==> config.mk <==
export PLATFORM = sky130hd
export DESIGN_NAME = step_controller
export DESIGN_NICKNAME = d
export VERILOG_FILES = /design/src/rtl/step_pkg.sv /design/src/rtl/sync_2ff.sv /design/src/rtl/step_controller.sv
export SDC_FILE = /design/constraint.sdc
export NUM_CORES = 1
export LEC_CHECK = 0
export BUFFER_PORTS_ARGS = -buffer_cell sky130_fd_sc_hd__buf_2
export CAP_MARGIN = 5
export CORE_MARGIN = 8
export CORE_UTILIZATION = 52
export CTS_BUF_LIST = sky130_fd_sc_hd__clkbuf_16
export DETAILED_ROUTE_END_ITERATION = 6
export PLACE_DENSITY_LB_ADDON = 0.15
export SYNTH_ARGS = -nofsm -noshare
export SYNTH_HDL_FRONTEND = slang
export SYNTH_SLANG_ARGS = --single-unit
==> constraint.sdc <==
create_clock -name clk -period 2.54 [get_ports clk]
set_input_delay 0 -clock clk [delete_from_list [all_inputs] [get_ports clk]]
set_output_delay 0 -clock clk [all_outputs]
set_load 0.01 [all_outputs]
==> src/rtl/step_pkg.sv <==
// step_pkg: shared debounce FSM states, display constants and the hex-to-7-segment helper.
package step_pkg;
    typedef enum logic [1:0] {S_IDLE, S_PRESS_DB, S_HELD, S_REL_DB} step_state_t;
    localparam logic [6:0] SEG_OFF = 7'h7F;
    function automatic logic [6:0] hex_to_seg(input logic [3:0] h);
        case (h)
            4'h0: return 7'h40;
            4'h1: return 7'h79;
            4'h2: return 7'h24;
            4'h3: return 7'h30;
            4'h4: return 7'h19;
            4'h5: return 7'h12;
            4'h6: return 7'h02;
            4'h7: return 7'h78;
            4'h8: return 7'h00;
            4'h9: return 7'h10;
            4'hA: return 7'h08;
            4'hB: return 7'h03;
            4'hC: return 7'h46;
            4'hD: return 7'h21;
            4'hE: return 7'h06;
            default: return 7'h0E;
        endcase
    endfunction
endpackage

==> src/rtl/sync_2ff.sv <==
// sync_2ff: two-flop synchronizer with a per-bit reset value.
module sync_2ff #(
    parameter int W = 1,
    parameter logic [W-1:0] RST_VAL = '0
) (
    input  logic         clk,
    input  logic         rst,
    input  logic [W-1:0] d,
    output logic [W-1:0] q
);
    logic [W-1:0] meta;
    always_ff @(posedge clk or posedge rst)
        if (rst) {q, meta} <= {RST_VAL, RST_VAL};
        else     {q, meta} <= {meta, d};
endmodule

==> src/rtl/step_controller.sv <==
// step_controller: debounced single-step / free-run pipeline enable with step counter.
// Define STEP_CONTROLLER_SEG_EN to drive disp1 with the low hex digit of step_count.
module step_controller
    import step_pkg::*;
#(
    parameter int DEBOUNCE_CYCLES = 4,
    parameter int CNT_W = 16
) (
    input  logic             clk,
    input  logic             rst,
    input  logic             step_button,
    input  logic             step_enable,
    output logic             pipe_en,
    output logic             step_pulse,
    output logic [CNT_W-1:0] step_count,
    output logic [6:0]       disp1
);
    localparam int DW = $clog2(DEBOUNCE_CYCLES + 1);
    logic btn_s, mode_s, ready, last, accept;
    logic [1:0] vld;
    logic [DW-1:0] cnt;
    step_state_t state;
    sync_2ff #(.W(2), .RST_VAL(2'b10)) u_sync (
        .clk(clk),
        .rst(rst),
        .d({step_button, step_enable}),
        .q({btn_s, mode_s})
    );
    assign last   = cnt == DW'(DEBOUNCE_CYCLES - 1);
    assign accept = state == S_PRESS_DB && !btn_s && last;
    // ready blocks new presses until the button is seen released after reset
    always_ff @(posedge clk or posedge rst) begin
        if (rst) begin
            state      <= S_IDLE;
            cnt        <= '0;
            vld        <= '0;
            ready      <= 1'b0;
            pipe_en    <= 1'b0;
            step_pulse <= 1'b0;
            step_count <= '0;
        end else begin
            vld        <= {vld[0], 1'b1};
            ready      <= ready | (vld[1] & btn_s);
            pipe_en    <= vld[0] & (!mode_s | accept);
            step_pulse <= accept & mode_s;
            step_count <= step_count + CNT_W'(accept & mode_s);
            case (state)
                S_IDLE: if (ready && !btn_s) begin
                    state <= S_PRESS_DB;
                    cnt   <= '0;
                end
                S_PRESS_DB: begin
                    state <= btn_s ? S_IDLE : (last ? S_HELD : S_PRESS_DB);
                    cnt   <= cnt + 1'b1;
                end
                S_HELD: if (btn_s) begin
                    state <= S_REL_DB;
                    cnt   <= '0;
                end
                default: begin
                    state <= !btn_s ? S_HELD : (last ? S_IDLE : S_REL_DB);
                    cnt   <= cnt + 1'b1;
                end
            endcase
        end
    end
`ifdef STEP_CONTROLLER_SEG_EN
    always_ff @(posedge clk or posedge rst)
        if (rst) disp1 <= SEG_OFF;
        else     disp1 <= hex_to_seg(4'(step_count));
`else
    assign disp1 = SEG_OFF;
`endif
endmodule

# After elaboration in Yosys (flattened, before gate mapping)
# Index checks and enable logic that the tools add are counted.
# op_classes
bitwise	6
add_sub_neg	2
n_mul	0
n_div	0
reduce_logical	7
n_lt_le_gt_ge	0
n_eq_ne	5
shift	0
mux	10
# ops
operator	count
$add A16 B1 Y16	1
$mux W2	6
$mux W3	2
$pmux W2 S3	1
$pmux W3 S2	1
$and A1 B1 Y1	4
$add A3 B1 Y3 const B	1
$eq A3 B2 Y1 const B	1
$logic_and A1 B1 Y1	3
$eq A2 B1 Y1 const B	1
$eq A2 B2 Y1 const B	1
$logic_not A1 Y1	2
$logic_not A2 Y1	1
$ne A2 B1 Y1 const B	1
$ne A2 B2 Y1 const B	1
$or A1 B1 Y1	2
$reduce_and A2 Y1	1
# totals
mem_bits_ro	0
ff_bits	30
input_bits	4
latchBits	0
word_cells	39
memories	0
mem_bits_rw	0
output_inout_bits	25

# Longest topological paths before layout
# logic_depth
word_depth	5
mapped_depth	9
depth_no_buf	9

# Modules after synthesis
# Synthesis repeated with hierarchy kept, for this count alone.
# unflattened
cells_unflattened	105
area_unflattened_um2	1241.2
# by_module_without_submodules
module	cells_per_inst	seq_area_each_um2	area_each_um2	n_inst
step_controller	100	650.6	1134.8	1
sync_2ff	5	102.6	106.4	1

# Worst setup path after synthesis
# No wires, ideal clock.
# synth_timing
path_type	register to register
startpoint	register cnt[0]
endpoint	register step_count[10]
arrival_ps	1700
n_path_buf	0
stages_incl_launch_ff	10
period_less_slack_ps	1779
setup_slack_ps	761
setup_time_ps	79
required_time_ps	2461
cell_sequence	dfrtp_1 -> ha_1 -> ha_1 -> nand3_1 -> nor2_1 -> ha_1 -> ha_1 -> nand3_1 -> nor3_1 -> xor2_1
# synth_between
elab_chain_len	4
# synth_rtl
element	line_no	text
start, declared	step_controller.sv:21	logic [DW-1:0] cnt;
start signal, assigned	step_controller.sv:54	cnt <= cnt + 1'b1;
start signal, assigned	step_controller.sv:62	cnt <= cnt + 1'b1;
$eq A3 B2 Y1	step_controller.sv:29	assign last = cnt == DW'(DEBOUNCE_CYCLES - 1);
$logic_and A1 B1 Y1	step_controller.sv:30	assign accept = state == S_PRESS_DB && !btn_s && last;
$and A1 B1 Y1	step_controller.sv:46	step_count <= step_count + CNT_W'(accept & mode_s);
$add A16 B1 Y16	step_controller.sv:46	
end signal, assigned	step_controller.sv:46	
end, declared	step_controller.sv:15	output logic [CNT_W-1:0] step_count,
# No other way between the ends.
# A chain may end at the register's enable or synchronous reset.

# Final worst setup path
# Same ends and word-level chain as after synthesis.

==> impl_metrics.json <==
{
  "antenna_found_initial": 0,
  "io_pins": 29,
  "gr-total-overflow": 0,
  "cts_max_level": 2,
  "dr.pass1.iters": 4,
  "power_leakage_nw": 0.849,
  "synth_top_family_by_area": "simple AND/OR/NAND/NOR gates",
  "n_antenna_cell": 0,
  "avgSynthCellArea_um2": 12.4,
  "r2r_end": "step_count[10]$_DFF_PP0_",
  "crit_required_ns": 2.73,
  "grt_pass1_vias": 902,
  "worstSetupPathType": "reg -> reg",
  "insertion_delay_ns": 0.27,
  "via_per_inst": 4.98,
  "start_util_pct": 53.4,
  "instances_no_fill": 166,
  "first_iter_violations": 30,
  "syn-cell-area_um2": 1270,
  "maxCapViolations": 0,
  "numPortBuffers": 21,
  "wirelength_um": 2330,
  "grt_max_degree": 31,
  "status": "complete, no violations",
  "r2r_cells": 9,
  "final_nets": 144,
  "dpl.cell_count": 155,
  "hpwl_um": 1630,
  "cts_root_buf": "clkbuf_16",
  "rsz0062_at_grt": "false",
  "routedWlPerCell_um": 14.0,
  "setup-violations-final": 0,
  "cts_buffers": 5,
  "path_depth": 9,
  "register_area_um2": 753,
  "critPathSlowestCell": "dfrtp_1",
  "fin_tns_setup_ns": 0,
  "synth-adder-area-share_pct": 4.91,
  "synth-seq-cells": 30,
  "crit_chain": "ha_1, ha_1, nand3_1, nor2_1, ha_1, ha_1, nand3_1, nor3_1, xor2_1",
  "whs_ns": 0.343,
  "powerDensity_nw_per_um2": 809,
  "cts.sinks": 30,
  "slowest_delay_ns": 0.36,
  "multi_input_comb_area_um2": 475,
  "crit_end": "step_count[10]$_DFF_PP0_",
  "start_kind": "register",
  "crit_arrival_ns": 2.27,
  "critPathTopFamily": "adder cells",
  "fmax_mhz": 482,
  "die-area_um2": 4290,
  "cts_setup_buffers": 0,
  "clockBufferDepth": 2,
  "synth-compound-area-share_pct": 4.91,
  "fillers": 185,
  "ir_worst_vdd_v": 0.000621,
  "wl_met2_um": 1060,
  "met1_length_um": 1070,
  "yosysTopAreaCellShare_pct": 55.0,
  "critPathLaunch": "cnt[0]$_DFFE_PP0P_",
  "maxSlewViolCount": 0,
  "worstHoldPathType": "in -> async",
  "netlist_instances": 103,
  "worstSetupEndpointType": "register",
  "drc": 0,
  "synthDistinctLibCells": 21,
  "fin_skew_ns": 0.00424,
  "top_layer_used": "met4",
  "rows": 18,
  "path_clk_slew_ns": 0.05,
  "hold_viol": 0,
  "yosys-top-cells-area": "dfrtp_1 (55%), xor2_1 (7.6%), ha_1 (4.9%)",
  "yosysTopAreaCell": "dfrtp_1",
  "period_needed_ns": 2.08,
  "cp_max_fo": 4,
  "yosysWarnings": 0,
  "cts_tree": "done",
  "die_w_um": 65.5,
  "ant_nets": 0,
  "cpMostUsedCell": "ha_1",
  "yosysSeqAreaShare_pct": 59.1,
  "grtUsageTotal_pct": 12.4,
  "rrSetupSlack_ns": 0.46,
  "die_h_um": 65.5,
  "synth.area.mux_share_pct": 0.884,
  "met3_length_um": 177,
  "r2r-start": "cnt[0]$_DFFE_PP0P_",
  "area_delta_synth_final_pct": 23.2,
  "postLayoutCoreUtil_pct": 65.7,
  "min_period_over_period_pct": 81.7,
  "path_buf_inv": 0,
  "synth_xor_area_share_pct": 9.63,
  "drive_gt1_share_pct": 27.2,
  "vias": 826,
  "routabilityCongestion": 0.735,
  "synth-simple-area-share_pct": 14.6,
  "coreArea_um2": 2390,
  "grt_pass1_wl_um": 4040
}
-- per-stage QoR --
step                      power (mW)  instance area [um2]  worst slack (ns)
after floorplan                0.685                 1300             0.761
after global placement         0.716                 1400             0.605
after detailed placement       0.726                 1400             0.529
after CTS                       1.29                 1570             0.469
after global routing            1.35                 1570             0.241
final                           1.27                 1570             0.464
-- cell type report --
class / count / share of cell area [%]
inverters: 5 / 1.20
multi-input cells: 68 / 30.3
repair buffers: 25 / 9.09
well taps: 30 / 2.39
flip-flops and latches: 30 / 48.0
clock buffers: 5 / 7.97
clock inverters: 3 / 1.04
-- repair_timing --
action,in CTS,in global routing
resized for setup,0,0
hold buffers,3,0
endpoints found under the hold margin,30,0
-- placed cells by master, fill, tap and decap left out, drive strengths merged --
cell	synthesis	final
nand3	7	7
nor3	3	3
a22o	2	2
xnor2	3	3
o21ai	2	2
ha	5	5
a21boi	2	2
clkbuf	0	5
nand4	3	3
dlygate4sd3	0	3
a21o	2	2
clkinv	0	2
mux2	1	1
nand2	8	8
dfstp	2	2
buf	7	22
nor4	4	4
nor2	6	6
xor2	11	11
conb	1	8
clkinvlp	0	1
a21oi	1	1
inv	5	5
dfrtp	28	28
-- how the worst min path moves through the flow --
stage,cells after the start,end,slack [ns]
after floorplan,0,u_sync.meta[1]$_DFF_PP1_,0.004
after global placement,3,vld[0]$_DFF_PP0_,0.08
after detailed placement,3,vld[0]$_DFF_PP0_,0.09
after CTS,4,ready$_DFF_PP0_,0.35
after global routing,0,u_sync.q[0]$_DFF_PP0_,0.35
final,4,cnt[2]$_DFFE_PP0P_,0.34
-- Yosys cell counts --
cell type / instances
conb_1: 1
nor2_1: 6
nand4_4: 1
a21oi_1: 1
a21boi_0: 2
ha_1: 5
nor4_2: 4
nand4_1: 2
nand3_1: 7
mux2_2: 1
xnor2_1: 3
dfrtp_1: 28
buf_4: 7
dfstp_2: 2
a21o_1: 2
o21ai_0: 2
a22o_1: 2
nand2_1: 8
inv_1: 5
nor3_1: 3
xor2_1: 11
-- where the power goes --
part / internal [mW] / total (mW) / switching (mW)
sequential: 0.533 / 0.580 / 0.0469
clock: 0.356 / 0.546 / 0.190
combinational: 0.0707 / 0.143 / 0.0723
total: 0.960 / 1.27 / 0.310
-- layer usage --
metal | GRT usage (%) | up-vias
li1 | - | 397
met1 | 14.2 | 404
met2 | 18.9 | 23
met3 | 6.29 | 2
met4 | 5.72 | 0
met5 | 0 | -
-- tightest hold or removal path: cells and delay by family --
kind                   cells  cell delay [ns]
buffers and inverters      4             1.02
-- sequential cells by signal, indices dropped and copies added (netlist names) --
signal	cells
step_pulse	1
pipe_en	1
u_sync.q	2
ready	1
step_count	16
cnt	3
u_sync.meta	2
vld	2
state	2
-- logic make-up after synthesis --
| family | Yosys count |
|---|---|
| xor+xnor | 14 |
| flops | 30 |
| mux | 1 |
| compound gates | 9 |
| fa+ha+maj | 5 |
| simple gates | 31 |
| other cells | 1 |
| buf+inv | 12 |
(Power assumes the default switching activity.)
